`src/rtl/icache_pkg.sv`:
```
// Shared types and default geometry for the set-associative instruction cache.
// The default geometry below is the reference configuration; derived widths follow from it.
package icache_pkg;

    typedef enum logic {
        IDLE = 1'b0,
        FILL = 1'b1
    } state_e;

    localparam int LINE_LENGTH_DEF = 4;
    localparam int NSETS_DEF       = 4;
    localparam int WAYS_DEF        = 2;
    localparam int RV_DEF          = 16;
    localparam int PA_DEF          = 22;
    localparam int DW_DEF          = 4;

    localparam int BEATS      = LINE_LENGTH_DEF * 8 / DW_DEF;
    localparam int OFF_W      = $clog2(LINE_LENGTH_DEF);
    localparam int IDX_W      = $clog2(NSETS_DEF);
    localparam int TAG_W      = PA_DEF - OFF_W - IDX_W;
    localparam int WORD_SEL_W = OFF_W - $clog2(RV_DEF / 8);

endpackage

```
`src/rtl/icache_sa_if.sv`:
```
// Fetch / fill-memory bus of the instruction cache.
// The flush signal exists only when ICACHE_FLUSH_EN is defined.
interface icache_sa_if #(
    parameter int PA   = 22,
    parameter int DW   = 4,
    parameter int RV   = 16,
    parameter int LA_W = 20
);
    logic [PA-1:0]   paddr;
    logic            req;
    logic            fault;
    logic [DW-1:0]   dread;
    logic            wstrobe_d;
    logic            hit;
    logic            pull;
    logic [LA_W-1:0] tag;
    logic [RV-1:0]   rdata;
    logic            err;
`ifdef ICACHE_FLUSH_EN
    logic            flush;

    modport master (output paddr, req, fault, dread, wstrobe_d, flush,
                    input  hit, pull, tag, rdata, err);
    modport slave  (input  paddr, req, fault, dread, wstrobe_d, flush,
                    output hit, pull, tag, rdata, err);
`else
    modport master (output paddr, req, fault, dread, wstrobe_d,
                    input  hit, pull, tag, rdata, err);
    modport slave  (input  paddr, req, fault, dread, wstrobe_d,
                    output hit, pull, tag, rdata, err);
`endif
endinterface

```
`src/rtl/icache_way.sv`:
```
// One way of the cache: valid bits, tag array and line data array.
// Beat-granular write port, tag commit, single-line invalidate, whole-way flush,
// and a combinational lookup port.
module icache_way #(
    parameter int NSETS     = 4,
    parameter int IDX_BITS  = 2,
    parameter int TAG_BITS  = 18,
    parameter int LINE_BITS = 32,
    parameter int DW        = 4,
    parameter int BEAT_BITS = 3
) (
    input  logic                 clk,
    input  logic                 reset_n,
    input  logic                 flush_i,
    input  logic                 inval_i,
    input  logic                 wr_en_i,
    input  logic                 commit_i,
    input  logic [IDX_BITS-1:0]  wr_idx_i,
    input  logic [TAG_BITS-1:0]  wr_tag_i,
    input  logic [BEAT_BITS-1:0] wr_beat_i,
    input  logic [DW-1:0]        wr_data_i,
    input  logic [IDX_BITS-1:0]  rd_idx_i,
    input  logic [TAG_BITS-1:0]  rd_tag_i,
    output logic                 valid_o,
    output logic                 hit_o,
    output logic [LINE_BITS-1:0] line_o
);
    logic [NSETS-1:0]     valid_q;
    logic [TAG_BITS-1:0]  tag_q  [NSETS];
    logic [LINE_BITS-1:0] data_q [NSETS];

    // Valid bits: cleared by reset/flush/abort, set only when a whole line has landed.
    always_ff @(posedge clk or negedge reset_n) begin
        if (!reset_n) begin
            valid_q <= '0;
        end else if (flush_i) begin
            valid_q <= '0;
        end else if (inval_i) begin
            valid_q[wr_idx_i] <= 1'b0;
        end else if (commit_i) begin
            valid_q[wr_idx_i] <= 1'b1;
        end
    end

    // Tag and data storage written beat by beat during a fill.
    // NOTE: storage arrays have no reset; the valid bits alone decide whether contents are visible.
    always_ff @(posedge clk) begin
        if (wr_en_i) begin
            data_q[wr_idx_i][int'(wr_beat_i) * DW +: DW] <= wr_data_i;
        end
        if (commit_i) begin
            tag_q[wr_idx_i] <= wr_tag_i;
        end
    end

    assign valid_o = valid_q[rd_idx_i];
    assign hit_o   = valid_q[rd_idx_i] && (tag_q[rd_idx_i] == rd_tag_i);
    assign line_o  = data_q[rd_idx_i];

endmodule

```
`src/rtl/icache_sa.sv`:
```
// Set-associative instruction cache (1 or 2 ways) with LRU replacement,
// combinational hit/data lookup and a registered line-fill FSM.
// Optional feature: define ICACHE_FLUSH_EN to add the flush input.
module icache_sa
    import icache_pkg::*;
#(
    parameter int LINE_LENGTH = LINE_LENGTH_DEF,
    parameter int NSETS       = NSETS_DEF,
    parameter int WAYS        = WAYS_DEF,
    parameter int RV          = RV_DEF,
    parameter int PA          = PA_DEF,
    parameter int DW          = DW_DEF
) (
    input logic        clk,
    input logic        reset_n,
    icache_sa_if.slave bus
);
    localparam int OFF_BITS  = $clog2(LINE_LENGTH);
    localparam int IDX_BITS  = $clog2(NSETS);
    localparam int LA_BITS   = PA - OFF_BITS;
    localparam int TAG_BITS  = LA_BITS - IDX_BITS;
    localparam int LINE_BITS = LINE_LENGTH * 8;
    localparam int NBEATS    = LINE_BITS / DW;
    localparam int BEAT_BITS = (NBEATS > 1) ? $clog2(NBEATS) : 1;
    localparam int RVB_BITS  = $clog2(RV / 8);

    state_e               state_q, state_d;
    logic [LA_BITS-1:0]   tag_q;
    logic [BEAT_BITS-1:0] beat_q;
    logic                 victim_q, victim_d;
    logic                 err_q;

    logic                 flush;
    logic                 hit_int, hit_req, start_fill, beat_wr, last_beat, fault_abort;
    logic [IDX_BITS-1:0]  rd_idx, fill_idx;
    logic [TAG_BITS-1:0]  rd_tag, fill_tag;
    logic [OFF_BITS-1:0]  word_num;
    logic [WAYS-1:0]      way_hit, way_valid;
    logic [LINE_BITS-1:0] way_line [WAYS];
    logic [LINE_BITS-1:0] sel_line;

`ifdef ICACHE_FLUSH_EN
    assign flush = bus.flush;
`else
    assign flush = 1'b0;
`endif

    assign rd_idx   = bus.paddr[OFF_BITS +: IDX_BITS];
    assign rd_tag   = bus.paddr[PA-1 -: TAG_BITS];
    assign fill_idx = tag_q[IDX_BITS-1:0];
    assign fill_tag = tag_q[LA_BITS-1:IDX_BITS];
    assign word_num = bus.paddr[OFF_BITS-1:0] >> RVB_BITS;

    // FSM state register.
    always_ff @(posedge clk or negedge reset_n) begin
        if (!reset_n) begin
            state_q <= IDLE;
        end else begin
            state_q <= state_d;
        end
    end

    // FSM next state: a miss opens a fill; flush, fault or the last beat closes it.
    // NOTE: combinational blocks use blocking assignments and give every output a default first, so no latch is inferred.
    always_comb begin
        state_d = state_q;
        case (state_q)
            IDLE:    if (start_fill) state_d = FILL;
            FILL:    if (flush || fault_abort || last_beat) state_d = IDLE;
            default: state_d = IDLE;
        endcase
    end

    // FSM outputs: lookup qualification and fill-side strobes; flush outranks everything.
    always_comb begin
        hit_int     = (state_q == IDLE) && (|way_hit);
        hit_req     = 1'b0;
        start_fill  = 1'b0;
        beat_wr     = 1'b0;
        last_beat   = 1'b0;
        fault_abort = 1'b0;
        case (state_q)
            IDLE: begin
                hit_req    = bus.req && hit_int && !flush;
                start_fill = bus.req && !hit_int && !flush;
            end
            FILL: begin
                fault_abort = bus.fault && !flush;
                beat_wr     = bus.wstrobe_d && !bus.fault && !flush;
                last_beat   = beat_wr && (beat_q == BEAT_BITS'(NBEATS - 1));
            end
            default: ;
        endcase
    end

    // Fill bookkeeping: latched line address, victim way, beat counter and the error pulse.
    always_ff @(posedge clk or negedge reset_n) begin
        if (!reset_n) begin
            tag_q    <= '0;
            beat_q   <= '0;
            victim_q <= 1'b0;
            err_q    <= 1'b0;
        end else begin
            err_q <= fault_abort;
            if (start_fill) begin
                tag_q    <= bus.paddr[PA-1:OFF_BITS];
                victim_q <= victim_d;
            end
            if ((state_q == FILL) && (state_d == IDLE)) begin
                beat_q <= '0;
            end else if (beat_wr) begin
                beat_q <= beat_q + 1'b1;
            end
        end
    end

    if (WAYS == 2) begin : g_lru
        logic [NSETS-1:0] lru_q;

        // Victim: first invalid way (way 0 first), otherwise the LRU way of the set.
        always_comb begin
            if (!way_valid[0]) begin
                victim_d = 1'b0;
            end else if (!way_valid[1]) begin
                victim_d = 1'b1;
            end else begin
                victim_d = lru_q[rd_idx];
            end
        end

        // LRU bit per set points at the way to evict next.
        always_ff @(posedge clk or negedge reset_n) begin
            if (!reset_n) begin
                lru_q <= '0;
            end else if (flush) begin
                lru_q <= '0;
            end else if (hit_req) begin
                lru_q[rd_idx] <= ~way_hit[1];
            end else if (last_beat) begin
                lru_q[fill_idx] <= ~victim_q;
            end
        end
    end else begin : g_no_lru
        assign victim_d = 1'b0;
    end

    for (genvar w = 0; w < WAYS; w++) begin : g_way
        logic sel;
        assign sel = (victim_q == 1'(w));

        icache_way #(
            .NSETS     (NSETS),
            .IDX_BITS  (IDX_BITS),
            .TAG_BITS  (TAG_BITS),
            .LINE_BITS (LINE_BITS),
            .DW        (DW),
            .BEAT_BITS (BEAT_BITS)
        ) u_way (
            .clk       (clk),
            .reset_n   (reset_n),
            .flush_i   (flush),
            .inval_i   (fault_abort && sel),
            .wr_en_i   (beat_wr && sel),
            .commit_i  (last_beat && sel),
            .wr_idx_i  (fill_idx),
            .wr_tag_i  (fill_tag),
            .wr_beat_i (beat_q),
            .wr_data_i (bus.dread),
            .rd_idx_i  (rd_idx),
            .rd_tag_i  (rd_tag),
            .valid_o   (way_valid[w]),
            .hit_o     (way_hit[w]),
            .line_o    (way_line[w])
        );
    end

    // Read data: the hitting way's line, narrowed to the addressed fetch word.
    always_comb begin
        sel_line  = '0;
        for (int w = 0; w < WAYS; w++) begin
            if (way_hit[w]) sel_line = way_line[w];
        end
        bus.rdata = '0;
        if (hit_int) bus.rdata = sel_line[int'(word_num) * RV +: RV];
    end

    assign bus.hit  = hit_int;
    assign bus.pull = (state_q == FILL);
    assign bus.tag  = tag_q;
    assign bus.err  = err_q;

endmodule
```
`src/flat_wrapper.sv`:
```
// flat-port wrapper written by rule: the top's interface ports become plain ports
module icache_sa_flat import icache_pkg::*;
#(
    parameter int LINE_LENGTH = LINE_LENGTH_DEF,
    parameter int NSETS       = NSETS_DEF,
    parameter int WAYS        = WAYS_DEF,
    parameter int RV          = RV_DEF,
    parameter int PA          = PA_DEF,
    parameter int DW          = DW_DEF
)
  (clk, reset_n, bus_paddr, bus_req, bus_fault, bus_dread, bus_wstrobe_d, bus_hit, bus_pull, bus_tag, bus_rdata, bus_err);
  icache_sa_if #(.PA(PA), .DW(DW), .RV(RV)) bus_i ();
  input logic clk;
  input logic reset_n;
  input wire logic [$bits(bus_i.paddr)-1:0] bus_paddr;
  input wire logic [$bits(bus_i.req)-1:0] bus_req;
  input wire logic [$bits(bus_i.fault)-1:0] bus_fault;
  input wire logic [$bits(bus_i.dread)-1:0] bus_dread;
  input wire logic [$bits(bus_i.wstrobe_d)-1:0] bus_wstrobe_d;
  output wire logic [$bits(bus_i.hit)-1:0] bus_hit;
  output wire logic [$bits(bus_i.pull)-1:0] bus_pull;
  output wire logic [$bits(bus_i.tag)-1:0] bus_tag;
  output wire logic [$bits(bus_i.rdata)-1:0] bus_rdata;
  output wire logic [$bits(bus_i.err)-1:0] bus_err;
  assign bus_i.paddr = bus_paddr;
  assign bus_i.req = bus_req;
  assign bus_i.fault = bus_fault;
  assign bus_i.dread = bus_dread;
  assign bus_i.wstrobe_d = bus_wstrobe_d;
  assign bus_hit = bus_i.hit;
  assign bus_pull = bus_i.pull;
  assign bus_tag = bus_i.tag;
  assign bus_rdata = bus_i.rdata;
  assign bus_err = bus_i.err;
  icache_sa #(.LINE_LENGTH(LINE_LENGTH), .NSETS(NSETS), .WAYS(WAYS), .RV(RV), .PA(PA), .DW(DW)) u_core (.clk(clk), .reset_n(reset_n), .bus(bus_i));
endmodule
```
`config.mk`:
```
export PLATFORM = sky130hd
export DESIGN_NAME = icache_sa_flat
export DESIGN_NICKNAME = d
export VERILOG_FILES = /design/src/rtl/icache_pkg.sv /design/src/rtl/icache_sa_if.sv /design/src/rtl/icache_way.sv /design/src/rtl/icache_sa.sv /design/src/flat_wrapper.sv
export SDC_FILE = /design/constraint.sdc
export NUM_CORES = 1
export LEC_CHECK = 0
export CAP_MARGIN = 10
export CORE_MARGIN = 2
export CORE_UTILIZATION = 30
export DETAILED_ROUTE_END_ITERATION = 6
export PLACE_DENSITY_LB_ADDON = 0.1
export SLEW_MARGIN = 30
export SYNTH_ARGS = -nofsm -noshare
export SYNTH_HDL_FRONTEND = slang
export SYNTH_SLANG_ARGS = --single-unit
```
`constraint.sdc`:
```
create_clock -name clk -period 6.2 [get_ports clk]
set_input_delay 1.86 -clock clk [delete_from_list [all_inputs] [get_ports clk]]
set_output_delay 1.86 -clock clk [all_outputs]
set_load 0.01 [all_outputs]
```
* Yosys cells after proc, flatten, opt, wreduce, memory -nomap -nowiden
Memories as Yosys holds them, arrays and structs flattened.
Index checks and enable logic that the tools add are counted.
** Storage, ports and cells
- Output and inout bits :: 39
- Memories :: 4
- Bits of input ports :: 31
- Word-level logic and storage cells :: 98
- Latch bits :: 0
- Memory bits (read-only) :: 0
- Register bits :: 38
- Memory bits (writable) :: 400
** Operators by class
- $lt $le $gt $ge :: 4
- Multiplexer cells :: 41
- Add/subtract/negate cells :: 2
- Reductions and logical operators :: 24
- Multiply operators :: 0
- Bitwise gates (word level) :: 9
- Shift-type cells :: 3
- Equal/unequal tests :: 3
- Divide/modulo/power cells :: 0
** Memory list
- u_core.g_way[0].u_way.data_q :: depth 4, width 32, read ports 1, clocked after memory_dff 0, wr ports 1, RTL line icache_way.sv:30 : logic [LINE_BITS-1:0] data_q [NSETS];
- u_core.g_way[1].u_way.data_q :: depth 4, width 32, read ports 1, clocked after memory_dff 0, wr ports 1, RTL line icache_way.sv:30
- u_core.g_way[0].u_way.tag_q :: depth 4, width 18, read ports 1, clocked after memory_dff 0, wr ports 1, RTL line icache_way.sv:29 : logic [TAG_BITS-1:0] tag_q [NSETS];
- u_core.g_way[1].u_way.tag_q :: depth 4, width 18, read ports 1, clocked after memory_dff 0, wr ports 1, RTL line icache_way.sv:29
** Operator list (number)
- two-way mux 32 bit :: 4
- equality test 18 bit :: 2
- negator 5 -> 33 bit :: 1
- variable shift 4 x 33 -> 32 bit, first input constant :: 1
- indexed part select 4 x 33 -> 32 bit :: 1
- indexed part select 32 x 6 -> 16 bit :: 1
- two-way mux 4 bit :: 6
- two-way mux 1 bit :: 20
- logical AND 1 bit :: 16
- two-way mux 16 bit :: 1
- bitwise AND 4 bit :: 2
- bitwise mux 4 bit :: 2
- OR 4 bit :: 2
- nonzero test 2 bit :: 4
- binary-select mux 1 bit (select 2 bit) :: 3
- < comparator 2 x 3 -> 1 bit, second input constant :: 2
- two-way mux 3 bit :: 2
- demux 1 bit (select 2 bit) :: 2
- >= comparator 2 x 1 -> 1 bit, second input constant :: 2
- NOT 1 bit :: 4
- NOT 4 bit :: 1
- adder 3 x 1 -> 3 bit, second input constant :: 1
- equality test 3 bit, second input constant :: 1
- zero test 1 bit :: 2
- 3 further kinds :: 3

* Depth between registers and ports, before layout
Gate-level depths: netlist of run 1.
- Depth after elaboration :: 13
- Depth in mapped cells :: 12
- Gate-level depth less buffers :: 8

* Cells and area by module
Synthesis of run 1 repeated with hierarchy kept, for this count alone.
** Second synthesis, totals
- Cells, all modules :: 973
- Area, all modules :: 18260.0 µm²
** By module, submodules not included
- icache_way at u_core.g_way[0].u_way :: area an instance 8176.6 µm², cells each 408, times used 1, seq. area each 6105.9 µm²
- icache_way at u_core.g_way[1].u_way :: area an instance 8125.3 µm², cells each 405, times used 1, seq. area each 6105.9 µm²
- icache_sa :: area an instance 1958.1 µm², cells each 160, times used 1, seq. area each 750.7 µm²

* Least setup slack after synthesis of run 1
OpenSTA, ideal clock, no wires.
- Kind :: input-to-output
- From :: input bus_paddr[2]
- To :: output bus_rdata[0]
- Slack :: -114 ps
- Data arrival time :: 4454 ps
- Buffers on the path :: 3
- Required time :: 4340 ps
- Stages on the path :: 10
- Path through :: buf_6 -> mux4_2 -> xor2_1 -> or4b_4 -> nor4_4 -> a22oi_1 -> or2_1 -> buf_2 -> buf_6 -> a311oi_2
** On the way
- Word-level cells in the longest chain between the ends :: 7
- Elaborated cells between the ends (all ways) :: 18
- Those cells by class :: eq/ne (2); shift (1); mux (7); reduce/logical (4); memory (4)
** RTL lines
- start, declared :: RTL line flat_wrapper.sv:15 : input wire logic [$bits(bus_i.paddr)-1:0] bus_paddr;
- memory (4 x 18 bit) / binary-select mux 1 bit (select 2 bit) (equally long branches)
- equality test 18 bit / two-way mux 1 bit (equally long branches) :: RTL line icache_way.sv:57 : assign hit_o = valid_q[rd_idx_i] && (tag_q[rd_idx_i] == rd_tag_i);
- logical AND 1 bit :: RTL line icache_way.sv:57
- two-way mux 32 bit (2 in a row) :: RTL line icache_sa.sv:181 : if (way_hit[w]) sel_line = way_line[w];
- indexed part select 32 x 6 -> 16 bit :: RTL line icache_sa.sv:184 : if (hit_int) bus.rdata = sel_line[int'(word_num) * RV +: RV];
- two-way mux 16 bit * :: RTL line icache_sa.sv:184
- end, declared :: RTL line flat_wrapper.sv:23 : output wire logic [$bits(bus_i.rdata)-1:0] bus_rdata;
Mark *: on every way between the ends. The rest lies on a longest branch, timed or not. The select of a mux whose other input is x is not followed.

* Final worst setup path of run 1
- From :: input bus_paddr[2]
- To :: output bus_rdata[8]
The elaborated chain is that of the path after synthesis.

==> impl_metrics.toml, run 1 <==
[detailed_routing]
drt-pass1-iter-count = 5
avgViaCountPerCell = 4.81
wl_per_cell_um = 24.3
vias = 9372
finalWirelength_um = 47400
first_iter_violations = 480
drc = 0
postRouteAntennaNets = 0

[layout]
nNetsFinal = 1171
instances_no_fill = 1950
postLayoutCoreUtil_pct = 37.7
syn2layout_area_growth_pct = 24.5
antennaDiodeCount = 0
layout-drive-gt1-share_pct = 33.1

[sta]
tightestPinTransition_ps = 895
rsz0062_at_grt = "yes"
timing.fmax_ghz = 0.151
period_share_pct = 107
finalHoldViolations = 0
skew_ps = 57.4
min_period_ps = 6630
setup_viol = 17
setup_slack_ps = -431
slew_violations = 0
slew_headroom_pct = 39.9

[power_and_ir_drop]
power_mw = 6.80
p_per_area_mw_per_mm2 = 307
p_comb_share_pct = 8.2
power_frac_seq_pct = 50.0
p_sw_share_pct = 23.5
clkPwrFrac_pct = 41.8
intPower_mw = 5.20
peakVddDrop_uv = 221
p_sw_mw = 1.60
leakage_nw = 7.31

[die]
die_h_um = 247
fp.dieW_um = 247
initial_core_util_pct = 30.3
dieArea_mm2 = 0.0613
row_count = 89
placeableCoreArea_mm2 = 0.0588
ios = 70

[synth]
ys_warn_count = 0
yosysMostFrequentCell = "edfxtp_1"
synthTopCellsByCount = "edfxtp_1 (400), mux4_2 (102), nor2_1 (99)"
syn_area_per_cell_um2 = 18.4
synthFlopType = "edfxtp_1"
syn_nets = 1000
netlist_area_mm2 = 0.0178
ys_ff_latch = 438
ys_top_cells_by_area = "edfxtp_1 (68%), mux4_2 (13%), dfrtp_1 (5.3%)"
async_reset_ff_share_pct = 8.68
synthCells = 965
yosysTopAreaCellShare_pct = 67.5
synth_area_leader_cell = "edfxtp_1"
yosysUniqueCellTypes = 39
yosysSeqAreaShare_pct = 72.9
synth_edf_count = 400

[clock_network]
cts_tree = "done"
clock_latency_ps = 610
cts.hold.buffers_added = 0
clk_pin_slew_ps = 60
clock_sinks = 438
cts-root-buf = "clkbuf_16"
cts.path.max_buffers = 3
cts_made_buffers = 49
htreeDepth = 2

[setup_path]
crit_path_max_fanout = 6
critical_path_required_ps = 4340
end_kind = "output pin"
crit_slowest_cell = "or4b_4"
timing.reg2reg.setup_slack_ps = 2490
reg2regPathDepth = 8
max_stage_delay_ps = 550
crit_buf_inv = 5
cp_cell_sequence = "buf_16 > mux4_2 > xor2_1 > or4b_4 > nor4_4 > a22oi_2 > or2_1 > buf_12 > buf_12 > a311oi_4 > buf_4 > buf_6"
worst-setup-path-type = "input pin to output pin"
path_common_cell = "buf_12"
cp-start-kind = "input pin"
path_delay_family = "simple AND/OR/NAND/NOR gates"
reg2reg_from = "u_core.beat_q[0]$_DFFE_PN0P_"
r2r-end = "u_core.g_way[0].u_way.data_q[1][17]$_DFFE_PP_"
worstPathArrival_ps = 4770

[worst_hold_path]
min_path_type = "flip-flop to flip-flop"
hold_depth = 1

[place]
gp_congestion = 0.711
dp_cells = 1838
dp_slack_ps = -1230
place.port_buffers = 68
hpwl_um = 30300

[grt]
grt_usage_pct = 15.9
gr-total-overflow = 0
grt_pass1_vias = 10200
grt_pass1_wl_um = 69800
antenna_found_initial = 0
grt_max_degree = 41

[outcome]
violations = "negative setup slack"
status = "finished, violations left"

[job]
cap_violations = 0
==> flip-flops by register name, indices dropped and copies added, names as in the netlist, named ones only <==
register,flops
u_core.beat_q,3
u_core.bus.err,1
u_core.bus.pull,1
u_core.bus.tag,20
u_core.g_lru.lru_q,4
u_core.g_way.sel,1
u_core.g_way.u_way.data_q,256
u_core.g_way.u_way.tag_q,144
==> cell usage in the layout, fill, tap and decap left out, types with 5 or more instances in the layout <==
cell / n
nand3_1: 8
nor3_1: 6
clkdlybuf4s50_1: 47
xnor2_1: 27
a311oi_4: 11
a21oi_2: 7
edfxtp_1: 400
a31o_4: 6
buf_2: 13
a21oi_1: 13
and2_1: 5
clkbuf_1: 15
nor2_2: 8
clkinv_2: 9
and3_1: 15
clkinv_1: 9
mux2_2: 21
clkbuf_16: 49
buf_12: 11
a21oi_4: 6
nand2b_1: 6
a31o_2: 10
nand2_1: 57
nor2_1: 91
dfrtp_1: 38
mux2i_1: 7
inv_1: 7
mux4_2: 102
buf_4: 86
nand4_1: 7
buf_6: 8
xor2_1: 5
==> layer usage <==
layer | part of all wire (%) | track usage (%) | vias up
li1 | - | - | 4189
met1 | 44 | 21.4 | 4945
met2 | 50 | 26.6 | 173
met3 | 3.4 | 2.35 | 65
met4 | 2.1 | 4.65 | 0
met5 | 0 | 0 | -
==> kinds of logic (layout without fill, tap and decap cells) <==
group,Yosys count,after routing,synth area share [%]
buf+inv,60,272,1.46
xor+xnor,36,36,1.77
mux,130,130,14.6
compound gates,74,74,3.31
simple gates,223,223,5.66
fa+ha+maj,4,4,0.281
flops,438,438,72.9
==> worst reg2reg max path, cell delays in order, from the launching register on <==
cell and delay, ps:
dfrtp_1 470, inv_1 110, ha_1 210, ha_1 210, nor2_1 680, o21ai_0 260, nor3_1 660, nand2_1 360
nor2_1 410
==> power groups by stage <==
stage               sequential, mW  clock, mW  combinational [mW]
floorplan                     3.44          0               0.258
global placement              3.46          0               0.551
detailed placement            3.46          0               0.553
CTS                           3.40       2.92               0.566
global route                  3.41       3.03               0.599
finish                        3.40       2.84               0.557
==> per-stage QoR <==
| step | hold slack (ps) | area [um^2] | TNS, ps |
|---|---|---|---|
| after floorplan | 465 | 17900 | 0 |
| after global placement | 476 | 20100 | -17350 |
| after detailed placement | 495 | 20100 | -17800 |
| after CTS | 508 | 22000 | -6520 |
| after global routing | 540 | 22200 | -7210 |
| final | 509 | 22200 | -5230 |
==> what timing repair did <==
action | in CTS | in global routing
gates cloned | 2 | 0
setup endpoints to repair | 17 | 17
setup buffers | 11 | 8
resized for setup | 122 | 23
hold endpoints to repair | 0 | 0
pin swaps | 13 | 9
==> final cells by class <==
type                            count  area [um^2]
Clock buffer                       66         1310
Tap cell                          773          967
Clock inverter                     26          263
Fill cell                        5511        36600
Multi-Input combinational cell    467         4980
Sequential cell                   438        13000
Inverter                            7         26.3
Timing Repair Buffer              173         1650
==> worst max-delay path by stage <==
stage	start	endpoint	slack, ps	cells after the start
2_1_floorplan	bus_paddr[2]	bus_rdata[0]	10	11
3_3_place_gp	bus_paddr[2]	bus_rdata[8]	-1200	13
3_5_place_dp	bus_paddr[2]	bus_rdata[8]	-1230	13
4_1_cts	bus_paddr[2]	bus_rdata[8]	-500	12
5_1_grt	bus_paddr[2]	bus_rdata[8]	-530	12
6_report	bus_paddr[2]	bus_rdata[8]	-430	12
No activity file was read; power rests on OpenSTA's default activity.
==> run 2, diff against run 1 <==
--- a/config.mk
+++ b/config.mk
@@ -10,6 +10,7 @@
 export CORE_UTILIZATION = 30
 export DETAILED_ROUTE_END_ITERATION = 6
 export PLACE_DENSITY_LB_ADDON = 0.1
+export SKIP_CTS_REPAIR_TIMING = 1
 export SLEW_MARGIN = 30
 export SYNTH_ARGS = -nofsm -noshare
 export SYNTH_HDL_FRONTEND = slang
==> run 2 against run 1 <==
The run still ends with negative setup slack left. Maximum frequency rose by 0.56%. Critical path depth did not move. Total power fell by 0.12%. Die area did not move.
==> impl_metrics.toml, run 2 (same netlist as run 1, synthesis figures left out) <==
[outcome]
status = "finished, violations left"
violations = "negative setup slack"

[setup_path]
critical_path_required_ps = 4340
path_common_cell = "buf_12"
worstPathArrival_ps = 4730
crit_path_max_fanout = 7
reg2regPathDepth = 8
max_stage_delay_ps = 550
r2r-end = "u_core.g_way[0].u_way.data_q[1][17]$_DFFE_PP_"
worstSetupStartpoint = "bus_paddr[2]"
end_kind = "output pin"
crit_slowest_cell = "or4b_4"
worst-setup-path-type = "input pin to output pin"
timing.reg2reg.setup_slack_ps = 2450
reg2reg_from = "u_core.beat_q[0]$_DFFE_PN0P_"
cp_cell_sequence = "buf_16 > mux4_2 > xor2_1 > or4b_4 > nor4_4 > a22oi_2 > or2_1 > buf_12 > buf_12 > a311oi_4 > buf_4 > clkbuf_2"
cp-start-kind = "input pin"

[grt]
grt_pass1_vias = 10200
grt_usage_pct = 15.7
antenna_found_initial = 0
grt_max_degree = 41
gr-total-overflow = 0
grt_pass1_wl_um = 69200

[power_and_ir_drop]
p_per_area_mw_per_mm2 = 310
leakage_nw = 7.25
peakVddDrop_uv = 221
intPower_mw = 5.20
p_sw_mw = 1.59
power_frac_seq_pct = 50.0
p_comb_share_pct = 8.2
clkPwrFrac_pct = 41.8
power_mw = 6.79
p_sw_share_pct = 23.5

[sta]
setup_slack_ps = -394
whs_ps = 507
skew_ps = 57.6
finalHoldViolations = 0
timing.fmax_ghz = 0.152
period_share_pct = 106
setup_tns_ps = -4660
slew_violations = 0
min_period_ps = 6590
slew_headroom_pct = 39.7
setup_viol = 16
tightestPinTransition_ps = 898
rsz0062_at_grt = "yes"

[layout]
fill_cells = 5527
mostFrequentLayoutCell = "edfxtp_1"
largest_reg_flops = 256
postLayoutCoreUtil_pct = 37.3
syn2layout_area_growth_pct = 23.3
antennaDiodeCount = 0
final_cell_mix = "edfxtp_1 (400), mux4_2 (102), nor2_1 (90)"
nNetsFinal = 1162
multi_input_area_mm2 = 0.00489
top_register = "u_core.g_way.u_way.data_q"
regArea_mm2 = 0.0130
layout-drive-gt1-share_pct = 32.1

[detailed_routing]
avgViaCountPerCell = 4.80
wl_per_cell_um = 24.3
drt-pass1-iter-count = 5
first_iter_violations = 463
finalWirelength_um = 47200
vias = 9324
postRouteAntennaNets = 0
drc = 0

[die]
initial_core_util_pct = 30.3
placeableCoreArea_mm2 = 0.0588
row_count = 89
die_h_um = 247
ios = 70
dieArea_mm2 = 0.0613
fp.dieW_um = 247

[clock_network]
clock_sinks = 438
htreeDepth = 2
cts_made_buffers = 49
clock_latency_ps = 610
cts-root-buf = "clkbuf_16"
cts.path.max_buffers = 3
clk_pin_slew_ps = 60
cts_tree = "done"

[place]
place.port_buffers = 68
gp_congestion = 0.711
hpwl_um = 30300

[worst_hold_path]
min_path_type = "flip-flop to flip-flop"
hold_depth = 1

[job]
cap_violations = 0
-- run 2: metal layers --
layer / vias to the layer above / share of wire (%) / global-route usage (%)
li1: 4173 / - / -
met1: 4920 / 45 / 21.1
met2: 170 / 50 / 26.5
met3: 61 / 3.4 / 2.31
met4: 0 / 2.0 / 4.56
met5: - / 0 / 0
-- run 2: cell type report --
type | instances | share of cell area [%]
clock buffers | 66 | 5.97
inverters | 7 | 0.120
well taps | 773 | 4.41
repair buffers | 164 | 6.88
multi-input cells | 467 | 22.3
clock inverters | 26 | 1.20
flip-flops and latches | 438 | 59.1
-- run 2: worst max-delay path: cells and delay by family --
family | cells | cell delay (ps)
compound gates | 2 | 380
xor+xnor | 1 | 150
buf+inv | 5 | 720
mux | 1 | 500
simple gates | 3 | 1100
-- run 2: stage by stage --
step,setup WS [ps],std cells,area (um^2)
final,-394,1941,21900
after floorplan,10.8,965,17900
after detailed placement,-1230,1838,20100
after global routing,-495,1941,21900
after global placement,-1200,1838,20100
after CTS,-1260,1930,21700
-- run 2: how the worst max path moves through the flow --
stage	end	slack, ps
6_report	bus_rdata[8]	-390
5_1_grt	bus_rdata[5]	-500
4_1_cts	bus_rdata[8]	-1260
3_5_place_dp	bus_rdata[8]	-1230
3_3_place_gp	bus_rdata[8]	-1200
2_1_floorplan	bus_rdata[0]	10
-- run 2: power by group through the flow --
stage / Combinational (mW) / Clock [mW] / Sequential [mW]
5_1_grt: 0.593 / 3.03 / 3.41
6_report: 0.554 / 2.84 / 3.40
3_5_place_dp: 0.553 / 0 / 3.46
3_3_place_gp: 0.551 / 0 / 3.46
4_1_cts: 0.554 / 2.92 / 3.40
2_1_floorplan: 0.258 / 0 / 3.44
==> run 3, diff against run 2 <==
--- a/config.mk
+++ b/config.mk
@@ -9,6 +9,7 @@
 export CORE_MARGIN = 2
 export CORE_UTILIZATION = 30
 export DETAILED_ROUTE_END_ITERATION = 6
+export HOLD_SLACK_MARGIN = 0.02
 export PLACE_DENSITY_LB_ADDON = 0.1
 export SKIP_CTS_REPAIR_TIMING = 1
 export SLEW_MARGIN = 30
==> results of run 3 <==
Final layout, timing and power as in run 2 (identical DEF).
